<file path="src/rtl/rng_seq_ctrl.sv">
// Request sequencer/arbiter for the tag RNG: one flop-driven strobe per op, followed by a settle gap.
// Optional build macro RNG_SEED_GUARD_EN replaces an all-zero seed with 16'hACE1.
module rng_seq_ctrl #(
    parameter int PULSE_W = 2,
    parameter int GAP_W   = 2
) (
    input  logic        DOUB_BLF,
    input  logic        rst_n,
    input  logic        init_req,
    input  logic [15:0] crc_calc,
    input  logic        handle_req,
    input  logic        rn16_req,
    input  logic        rn1_req,
    output logic        init_done,
    output logic [15:0] seed,
    output logic        handle_update,
    output logic        rn16_update,
    output logic        rn1_update,
    output logic        busy,
    output logic        done,
    output logic [1:0]  done_id
);

    typedef enum logic [1:0] {
        IDLE  = 2'd0,
        PULSE = 2'd1,
        GAP   = 2'd2
    } state_t;

    localparam logic [3:0] PULSE_LOAD = 4'(PULSE_W - 1);
    localparam logic [3:0] GAP_LOAD   = 4'(GAP_W - 1);

    state_t      state, state_nxt;
    logic [3:0]  cnt, cnt_nxt;
    logic [1:0]  op_id, op_id_nxt;
    logic [3:0]  pend, pend_nxt;
    logic [3:0]  req_vec;
    logic [3:0]  avail;
    logic        grant;
    logic [1:0]  grant_id;
    logic [3:0]  strobe;
    logic        op_end;

    function automatic logic [15:0] seed_sel(input logic [15:0] crc);
`ifdef RNG_SEED_GUARD_EN
        // An all-zero seed would lock the LFSR up permanently.
        return (crc == 16'h0000) ? 16'hACE1 : crc;
`else
        return crc;
`endif
    endfunction

    // Bit index doubles as op id: 0 init, 1 handle, 2 rn16, 3 rn1.
    assign req_vec = {rn1_req, rn16_req, handle_req, init_req};
    assign avail   = pend | req_vec;
    assign grant   = (state == IDLE) && (|avail);
    assign op_end  = (state == GAP) && (cnt == 4'd0);

    always_comb begin
        grant_id = 2'd0;
        if (avail[0])      grant_id = 2'd0;
        else if (avail[1]) grant_id = 2'd1;
        else if (avail[2]) grant_id = 2'd2;
        else if (avail[3]) grant_id = 2'd3;
    end

    always_ff @(posedge DOUB_BLF or negedge rst_n) begin
        if (!rst_n) begin
            state <= IDLE;
            cnt   <= 4'd0;
            op_id <= 2'd0;
            pend  <= 4'd0;
        end else begin
            state <= state_nxt;
            cnt   <= cnt_nxt;
            op_id <= op_id_nxt;
            pend  <= pend_nxt;
        end
    end

    always_comb begin
        state_nxt = state;
        cnt_nxt   = cnt;
        op_id_nxt = op_id;
        pend_nxt  = avail;
        if (grant) pend_nxt[grant_id] = 1'b0;
        case (state)
            IDLE: begin
                if (grant) begin
                    state_nxt = PULSE;
                    cnt_nxt   = PULSE_LOAD;
                    op_id_nxt = grant_id;
                end
            end
            PULSE: begin
                if (cnt == 4'd0) begin
                    state_nxt = GAP;
                    cnt_nxt   = GAP_LOAD;
                end else begin
                    cnt_nxt = cnt - 4'd1;
                end
            end
            GAP: begin
                if (cnt == 4'd0) state_nxt = IDLE;
                else             cnt_nxt   = cnt - 4'd1;
            end
            default: begin
                state_nxt = IDLE;
                cnt_nxt   = 4'd0;
            end
        endcase
    end

    always_comb begin
        busy = (state != IDLE) | (|pend);
    end

    // Strobes feed RNG clock pins, so they come straight from flops decoded off the next state.
    always_ff @(posedge DOUB_BLF or negedge rst_n) begin
        if (!rst_n) begin
            strobe  <= 4'd0;
            done    <= 1'b0;
            done_id <= 2'd0;
            seed    <= 16'h0000;
        end else begin
            strobe <= (state_nxt == PULSE) ? (4'b0001 << op_id_nxt) : 4'd0;
            done   <= op_end;
            if (op_end) done_id <= op_id;
            if (grant && (grant_id == 2'd0)) seed <= seed_sel(crc_calc);
        end
    end

    assign init_done     = strobe[0];
    assign handle_update = strobe[1];
    assign rn16_update   = strobe[2];
    assign rn1_update    = strobe[3];

endmodule

</file>
<file path="config.mk">
export PLATFORM = sky130hd
export DESIGN_NAME = rng_seq_ctrl
export DESIGN_NICKNAME = d
export VERILOG_FILES = /design/src/rtl/rng_seq_ctrl.sv
export SDC_FILE = /design/constraint.sdc
export NUM_CORES = 1
export LEC_CHECK = 0
export ABC_CLOCK_PERIOD_IN_PS = 2200
export BUFFER_PORTS_ARGS = -buffer_cell sky130_fd_sc_hd__buf_4
export CAP_MARGIN = 20
export CORE_UTILIZATION = 53
export CTS_BUF_LIST = sky130_fd_sc_hd__clkbuf_4
export DETAILED_ROUTE_END_ITERATION = 10
export PLACE_DENSITY = 0.8
export SYNTH_ARGS = -nofsm -noshare
export SYNTH_HDL_FRONTEND = slang
export SYNTH_SLANG_ARGS = --single-unit
export TNS_END_PERCENT = 10
</file>
<file path="constraint.sdc">
create_clock -name DOUB_BLF -period 2.2 [get_ports DOUB_BLF]
set_clock_uncertainty 0.05 [all_clocks]
set_input_delay 0.33 -clock DOUB_BLF [delete_from_list [all_inputs] [get_ports DOUB_BLF]]
set_output_delay 0.33 -clock DOUB_BLF [all_outputs]
set_load 0.1 [all_outputs]
</file>
==> results of run 1 <==
[registers in the layout, summed over array words and instances, names as in the netlist]
signal   flops
seed        16
done         1
pend         4
state        2
strobe       4
cnt          4
done_id      2
op_id        2
[routing by layer]
layer | vias to the layer above | track usage [%] | wire (um)
met4 | 0 | 11.5 | 68
met1 | 513 | 24.2 | 1170
met3 | 8 | 6.22 | 235
li1 | 536 | - | -
met5 | - | 0 | 0
met2 | 48 | 32.1 | 1280
[area by class of cell]
type                    count  area (sq um)
flip-flops and latches     35           876
clock buffers               5          37.5
clock inverters             2          8.76
repair buffers             47           355
well taps                  31          38.8
multi-input cells          81           643
fillers                   218           811
inverters                   3          11.3
[logic make-up (layout without fill, tap and decap cells)]
family | after synthesis | in the layout | synth area share, %
compound gates | 17 | 17 | 7.94
fa+ha+maj | 2 | 2 | 1.60
flops | 35 | 35 | 56.1
buf+inv | 6 | 57 | 2.65
mux | 19 | 19 | 14.2
simple gates | 43 | 43 | 17.5
[layout by cell type, fill, tap and decap left out, types with 3 or more instances in the layout]
cell,synthesis,final
nor3_1,3,3
buf_4,1,46
o21ai_0,3,3
nor2_2,3,3
mux2_1,10,10
inv_1,3,3
nor2_1,11,11
clkbuf_4,0,5
dfrtp_1,35,35
nand2_1,8,8
a21oi_1,4,4
mux2_2,7,7
[worst paths after layout]
check / startpoint / to / slack (ns) / cells after the start
max in group asynchronous: rst_n / seed[4]$_DFFE_PN0P_ / 1.39 / 2
worst min-delay path: crc_calc[1] / seed[1]$_DFFE_PN0P_ / 0.16 / 2
worst min register to register: seed[13]$_DFFE_PN0P_ / seed[13]$_DFFE_PN0P_ / 0.44 / 1
worst max-delay path: state[1]$_DFF_PN0_ / busy / 0.24 / 3
min in group asynchronous: rst_n / seed[11]$_DFFE_PN0P_ / 0.42 / 2
worst max register to register: cnt[0]$_DFFE_PN0P_ / done_id[1]$_DFFE_PN0P_ / 0.45 / 5
[timing repair]
item | 4_1_cts | 5_1_grt
setup buffers | 0 | 0
hold buffers | 1 | 0
hold endpoints to repair | 35 | 0
[critical path: stages (launching register included)]
cell and delay [ns]:
dfrtp_1 0.56, nor2_2 0.35, nand2_1 0.09, buf_4 0.24
[per-stage QoR]
stage / std cells / setup slack, ns / hold WS (ns)
2_1_floorplan: 122 / 0.586 / -0.0156
3_3_place_gp: 196 / 0.557 / 0.240
3_5_place_dp: 196 / 0.461 / 0.250
4_1_cts: 204 / 0.249 / 0.148
5_1_grt: 204 / 0.116 / 0.144
6_report: 204 / 0.241 / 0.164
==> impl_metrics.py, run 1 <==
metrics = {
    "detailed_routing": {
        "wl_per_cell_um": 13.5,
        "avgViaCountPerCell": 5.42,
        "wirelength_um": 2740,
        "detail-route-antenna-nets": 0,
        "vias": 1105,
        "dr.pass1.iters": 4,
        "drt_first_iter_violations": 23,
        "drc": 0,
    },
    "critical_path": {
        "crit_fanout": 12,
        "required_ns": 1.82,
        "arrival_ns": 1.58,
        "start_kind": "register",
        "path_class": "register to output pin",
        "crit_path_end_kind": "output pin",
    },
    "timing": {
        "rsz0062_at_grt": "false",
        "fin_setup_tns_ns": 0,
        "fmax_mhz": 510,
        "maxSlewViolCount": 0,
        "fin_crit_ns": 1.96,
        "relSlewSlack_pct": 68.4,
        "setup_viol": 0,
        "hold_viol_final": 0,
        "period_share_pct": 89.0,
        "worstMarginPinSlew_ns": 0.473,
    },
    "final_layout": {
        "areaGrowthSynthToFinish_pct": 26.3,
        "n_antenna_cell": 0,
        "nNetsFinal": 197,
        "drive_gt1_share_pct": 42.8,
        "final_cell_area_sq_um": 1970,
        "fin_util_pct": 70.9,
    },
    "floorplan": {
        "dieWidth_um": 56.3,
        "start_util_pct": 56.1,
        "dieHeight_um": 56.3,
        "core-area_sq_um": 2780,
        "die_area_sq_um": 3160,
        "rows": 19,
        "io_pins": 46,
    },
    "yosys": {
        "synth_nets": 146,
        "synth-seq-cells": 35,
        "synth_top_cell_by_area": "dfrtp_1",
        "netlist_area_sq_um": 1560,
        "yosys.cell_count.top_type": "dfrtp_1",
        "yosys.area.top_type_share_pct": 56.1,
        "yosysUniqueCellTypes": 38,
        "synth_area_leaders": "dfrtp_1 56%, mux2_1 7.2%, mux2_2 5.1%",
        "ys_seq_area_share_pct": 56.1,
        "yosys-top-cells-count": "35 x dfrtp_1, 11 x nor2_1, 10 x mux2_1, 8 x nand2_1, 7 x mux2_2",
        "postSynthAreaPerCell_sq_um": 12.8,
        "synth_edf_count": 0,
        "synth_ff_type": "dfrtp_1",
        "netlist_instances": 122,
        "synth_warnings": 0,
        "async_flop_share_pct": 100,
    },
    "clocking": {
        "numClockSinks": 35,
        "cts-root-buf": "clkbuf_4",
        "clk_pin_slew_ns": 0.09,
        "max-clock-path-buffers": 2,
        "numCtsBuffers": 5,
        "cts_max_level": 2,
        "cts_resized": 0,
        "cts_tree": "yes",
        "worst_skew_pair.late_latency_ns": 0.33,
    },
    "flow_run": {
        "drv_cap": 0,
    },
    "worst_hold_path": {
        "hp-class": "input pin to register",
    },
    "place": {
        "io_buffers": 45,
        "placed_area_sq_um": 1910,
        "routabilityCongestion": 0.810,
        "dp_hpwl_um": 2140,
    },
    "global_routing": {
        "grt_pass1_vias": 1080,
        "grt.overflow.total": 0,
        "track_usage_pct": 20.1,
        "antenna_found_initial": 0,
        "grt_pass1_wl_um": 4740,
        "grt_max_degree": 36,
    },
    "status": {
        "status": "finished clean",
    },
}
Power of run 1 is left out: the tool's default activity adds up to more than one toggle a clock period on the data nets, which glitch-free logic cannot reach.
==> run 2: changes to the inputs <==
ABC_CLOCK_PERIOD_IN_PS = 2300   (was 2200)
CORE_UTILIZATION = 57   (was 53)
HOLD_SLACK_MARGIN = 0.08   (was unset)
PLACE_DENSITY = 0.85   (was 0.8)
clock period = 2.3 ns   (was 2.2 ns; I/O delays follow)
==> impl_metrics.py, run 2 (synthesis gave the netlist of run 1 again) <==
metrics = {
    "status": {
        "status": "finished clean",
    },
    "final_layout": {
        "n_antenna_cell": 0,
        "areaGrowthSynthToFinish_pct": 26.2,
        "top_register": "seed",
        "drive_gt1_share_pct": 42.8,
        "final_common_cell": "buf_4",
        "layout_common_cells": "46 x buf_4, 35 x dfrtp_1, 11 x nor2_1",
        "largest_reg_flops": 16,
        "nNetsFinal": 197,
    },
    "global_routing": {
        "grt_pass1_wl_um": 4600,
        "track_usage_pct": 22.6,
        "grt_max_degree": 36,
        "grt_pass1_vias": 1085,
        "grt.overflow.total": 0,
        "antenna_found_initial": 0,
    },
    "critical_path": {
        "crit_end": "busy",
        "path_cells": "nor2_2 > nand2_1 > buf_4",
        "start_kind": "register",
        "crit_path_end_kind": "output pin",
        "path_class": "register to output pin",
        "cpPeakStageDelay_ns": 0.55,
        "crit_fanout": 12,
        "crit_slowest_cell": "dfrtp_1",
        "reg2regPathDepth": 5,
        "arrival_ns": 1.57,
        "required_ns": 1.90,
        "rr_startpoint": "cnt[0]$_DFFE_PN0P_",
        "crit_start": "state[1]$_DFF_PN0_",
        "r2r_slack_ns": 0.54,
        "r2r-end": "done_id[0]$_DFFE_PN0P_",
    },
    "timing": {
        "fin_crit_ns": 1.97,
        "hold_viol_final": 0,
        "rsz0062_at_grt": "false",
        "maxSlewViolCount": 0,
        "worstMarginPinSlew_ns": 0.461,
        "relSlewSlack_pct": 69.3,
        "fmax_mhz": 509,
        "setup_viol": 0,
        "period_share_pct": 85.5,
        "fin_setup_tns_ns": 0,
    },
    "detailed_routing": {
        "avgViaCountPerCell": 5.56,
        "dr.pass1.iters": 4,
        "drt_first_iter_violations": 11,
        "detail-route-antenna-nets": 0,
        "vias": 1129,
        "wl_per_cell_um": 14.1,
        "drc": 0,
        "wirelength_um": 2870,
    },
    "flow_run": {
        "drv_cap": 0,
    },
    "floorplan": {
        "core-area_sq_um": 2520,
        "rows": 18,
        "dieHeight_um": 54.3,
        "dieWidth_um": 54.3,
        "die_area_sq_um": 2950,
        "start_util_pct": 61.9,
        "io_pins": 46,
    },
    "clocking": {
        "cts_max_level": 2,
        "max-clock-path-buffers": 2,
        "cts-root-buf": "clkbuf_4",
        "cts_tree": "yes",
        "clk_pin_slew_ns": 0.11,
        "cts_resized": 0,
        "worst_skew_pair.late_latency_ns": 0.34,
        "numCtsBuffers": 5,
        "numClockSinks": 35,
        "cts_setup_buffers": 0,
    },
    "place": {
        "io_buffers": 45,
        "dp_hpwl_um": 2190,
        "routabilityCongestion": 0.807,
    },
    "worst_hold_path": {
        "hp-class": "input pin to register",
        "min_path_cells": 2,
    },
}
==> run 2: cell counts in the layout (fill, tap and decap cells not counted) <==
No cell type changed its count.
==> run 2: worst min path at each step <==
| stage | startpoint | to | slack, ns |
|---|---|---|---|
| global placement | rst_n | seed[13]$_DFFE_PN0P_ | 0.25 |
| CTS | crc_calc[10] | seed[10]$_DFFE_PN0P_ | 0.16 |
| detailed placement | rst_n | seed[13]$_DFFE_PN0P_ | 0.27 |
| finish | crc_calc[10] | seed[10]$_DFFE_PN0P_ | 0.17 |
| floorplan | rst_n | cnt[0]$_DFFE_PN0P_ | -0.0006 |
| global route | crc_calc[2] | seed[2]$_DFFE_PN0P_ | 0.16 |
==> run 2: routing by layer <==
| layer | GRT usage [%] | routed length [um] | vias to the layer above |
|---|---|---|---|
| met1 | 27.1 | 1210 | 542 |
| met5 | 0 | 0 | - |
| met2 | 36.6 | 1390 | 44 |
| met3 | 6.67 | 236 | 5 |
| li1 | - | - | 538 |
| met4 | 12.0 | 40 | 0 |
==> run 2: metrics by stage <==
stage | cell area (sq um) | cells | setup WS (ns) | utilization (%) | hold WS [ns]
floorplan | 1560 | 122 | 0.671 | - | -0.000591
global placement | 1910 | 195 | 0.667 | 75.8 | 0.252
detailed placement | 1910 | 195 | 0.550 | 75.8 | 0.266
CTS | 1970 | 203 | 0.311 | 78.1 | 0.163
global route | 1970 | 203 | 0.215 | 78.1 | 0.156
finish | 1970 | 203 | 0.334 | 78.1 | 0.166
==> run 2: cell type report <==
type	count	area, sq um
clock buffers	5	37.5
clock inverters	2	8.76
fillers	169	553
inverters	3	11.3
multi-input cells	81	643
flip-flops and latches	35	876
well taps	30	37.5
repair buffers	47	355
==> run 2: worst max-delay path, delay by kind of cell, from the launching register on <==
kind / cells / cell delay, ns
DFF: 1 / 0.55
and+or+nand+nor: 2 / 0.44
buffers and inverters: 1 / 0.24
==> run 2: repair_timing <==
item | CTS | global route
endpoints found under the setup margin | 0 | 0
hold buffers | 1 | 0
endpoints found under the hold margin | 35 | 0
Power of run 2 is left out for the same reason.
==> run 3: changes to the inputs <==
ABC_AREA = 1   (was unset)
==> impl_metrics.py, run 3 <==
metrics = {
    "status": {
        "status": "finished clean",
    },
    "timing": {
        "relSlewSlack_pct": 71.8,
        "maxSlewViolCount": 0,
        "fmax_mhz": 578,
        "setup_viol": 0,
        "fin_crit_ns": 1.73,
        "hold_ws_ns": 0.188,
        "fin_setup_tns_ns": 0,
        "worstMarginPinSlew_ns": 0.424,
        "hold_viol_final": 0,
        "rsz0062_at_grt": "false",
        "period_share_pct": 75.2,
    },
    "floorplan": {
        "dieHeight_um": 54.6,
        "start_util_pct": 62.0,
        "rows": 18,
        "die_area_sq_um": 2980,
        "dieWidth_um": 54.6,
        "io_pins": 46,
        "core-area_sq_um": 2540,
    },
    "critical_path": {
        "required_ns": 1.90,
        "path_class": "register to output pin",
        "crit_path_end_kind": "output pin",
        "arrival_ns": 1.33,
        "crit_fanout": 3,
        "start_kind": "register",
    },
    "yosys": {
        "netlist_area_sq_um": 1580,
        "synth_area_leaders": "dfrtp_1 55%, mux2_4 9.5%, nand2_1 6.9%",
        "synth-seq-cells": 35,
        "yosys.area.top_type_share_pct": 55.5,
        "synthXorXnorAreaFrac_pct": 0.555,
        "synth_top_cell_by_area": "dfrtp_1",
        "synth_warnings": 0,
        "postSynthAreaPerCell_sq_um": 10.8,
        "synth_edf_count": 0,
        "synthAdderAreaFrac_pct": 1.58,
        "netlist_instances": 146,
        "synth_ff_type": "dfrtp_1",
        "synth_top_family_by_area": "simple AND/OR/NAND/NOR gates",
        "synth.area.mux_share_pct": 13.8,
        "yosys-top-cells-count": "35 x dfrtp_1, 29 x nand2_1, 15 x nor2_1, 13 x inv_1, 10 x mux2_4",
        "yosys.cell_count.top_type": "dfrtp_1",
        "async_flop_share_pct": 100,
        "synthSimpleGateAreaFrac_pct": 18.0,
        "synth_compound_gate_area_share_pct": 5.39,
        "synth_nets": 170,
        "yosysUniqueCellTypes": 23,
        "ys_seq_area_share_pct": 55.5,
    },
    "global_routing": {
        "grt.overflow.total": 0,
        "grt_pass1_wl_um": 4750,
        "track_usage_pct": 23.1,
        "antenna_found_initial": 0,
        "grt_max_degree": 36,
        "grt_pass1_vias": 1105,
    },
    "power_and_ir_drop": {
        "p_leak_nw": 1.03,
        "p_per_area_nw_per_um2": 591,
        "vdd_drop_max_v": 0.000559,
    },
    "worst_hold_path": {
        "hp-class": "input pin to register",
    },
    "final_layout": {
        "layout_common_cells": "45 x buf_4, 35 x dfrtp_1, 29 x nand2_1",
        "areaGrowthSynthToFinish_pct": 26.8,
        "seq_area_sq_um": 876,
        "n_antenna_cell": 0,
        "nFillCells": 183,
        "drive_gt1_share_pct": 43.2,
        "top_register": "seed",
        "nNetsFinal": 222,
        "largest_reg_flops": 16,
        "multi_input_area_sq_um": 621,
        "final_common_cell": "buf_4",
    },
    "place": {
        "routabilityCongestion": 0.875,
        "io_buffers": 45,
        "dp_hpwl_um": 2210,
    },
    "clocking": {
        "max-clock-path-buffers": 2,
        "clk_pin_slew_ns": 0.11,
        "cts_tree": "yes",
        "numClockSinks": 35,
        "cts-root-buf": "clkbuf_4",
        "worst_skew_pair.late_latency_ns": 0.32,
        "numCtsBuffers": 5,
        "cts_max_level": 2,
        "cts_setup_buffers": 0,
    },
    "flow_run": {
        "drv_cap": 0,
    },
    "detailed_routing": {
        "wirelength_um": 2950,
        "avgViaCountPerCell": 5.15,
        "drt_first_iter_violations": 22,
        "wl_per_cell_um": 12.9,
        "dr.pass1.iters": 4,
        "vias": 1179,
        "drc": 0,
        "detail-route-antenna-nets": 0,
    },
}
-- run 3: cell types whose count changed after synthesis, sizes merged, moves of 3 or more --
cell / previous run / this run
inv: 3 / 18
nand3: 1 / 5
nand2: 9 / 33
nor3: 5 / 0
nor3b: 3 / 0
nor2: 14 / 20
nor2b: 3 / 0
mux2: 19 / 16
-- run 3: logic make-up (layout without fill, tap and decap cells) --
| kind of cell | count (synthesis) | in the layout |
|---|---|---|
| AND/OR/NAND/NOR | 60 | 60 |
| flip-flops | 35 | 35 |
| buffers and inverters | 19 | 72 |
| multiplexers | 16 | 16 |
| AO/OA/AOI/OAI | 13 | 13 |
| adder cells (fa/ha/maj) | 2 | 2 |
| XOR/XNOR | 1 | 1 |
-- run 3: worst max-delay path, cell delays in order, from the launching register on --
cell	delay [ns]
dfrtp_1	0.43
nor4_1	0.27
nand2_1	0.08
buf_4	0.24
-- run 3: metrics by stage --
stage,utilization [%],instances,setup slack (ns),area [sq um],power [mW]
after CTS,78.7,229,0.572,2000,1.19
after detailed placement,76.2,220,0.693,1940,0.887
final,78.7,229,0.570,2000,1.18
after global placement,76.2,220,0.773,1940,0.882
after global routing,78.7,229,0.482,2000,1.23
after floorplan,-,146,0.715,1580,0.811
-- run 3: cell type report --
cell class	count	share of cell area (%)
Sequential cell	35	43.8
Multi-Input combinational cell	92	31.0
Timing Repair Buffer	46	17.4
Inverter	18	3.38
Clock buffer	5	1.88
Tap cell	30	1.88
Clock inverter	3	0.750
-- run 3: final timing paths --
path | slack (ns) | depth (start not counted) | from | endpoint
worst max-delay path | 0.57 | 3 | pend[3]$_DFF_PN0_ | busy
worst min-delay path | 0.19 | 2 | crc_calc[1] | seed[1]$_DFFE_PN0P_
worst max register to register | 0.70 | 9 | cnt[0]$_DFFE_PN0P_ | cnt[0]$_DFFE_PN0P_
worst min register to register | 0.43 | 2 | done_id[1]$_DFFE_PN0P_ | done_id[1]$_DFFE_PN0P_
max in group asynchronous | 1.46 | 2 | rst_n | done$_DFF_PN0_
min in group asynchronous | 0.44 | 2 | rst_n | cnt[1]$_DFFE_PN0P_
-- run 3: repair_timing --
item                                    CTS  global route
resized for setup                         0             0
endpoints found under the setup margin    0             0
endpoints found under the hold margin    35             0
hold buffers                              1             0
-- run 3: power by group --
part	leakage (nW)	switching (mW)	total [mW]	internal, mW
Clock	0.0263	0.197	0.309	0.112
Sequential	0.422	0.0104	0.644	0.634
Combinational	0.583	0.165	0.230	0.0650
Total	1.03	0.373	1.18	0.811
-- run 3: metal layers --
metal | track usage [%] | vias up | routed length (um)
met3 | 6.67 | 5 | 190
met4 | 8.97 | 0 | 30
li1 | - | 574 | -
met1 | 29.3 | 563 | 1300
met2 | 36.9 | 37 | 1430
met5 | 0 | - | 0
Power figures use the tool's default switching activity.
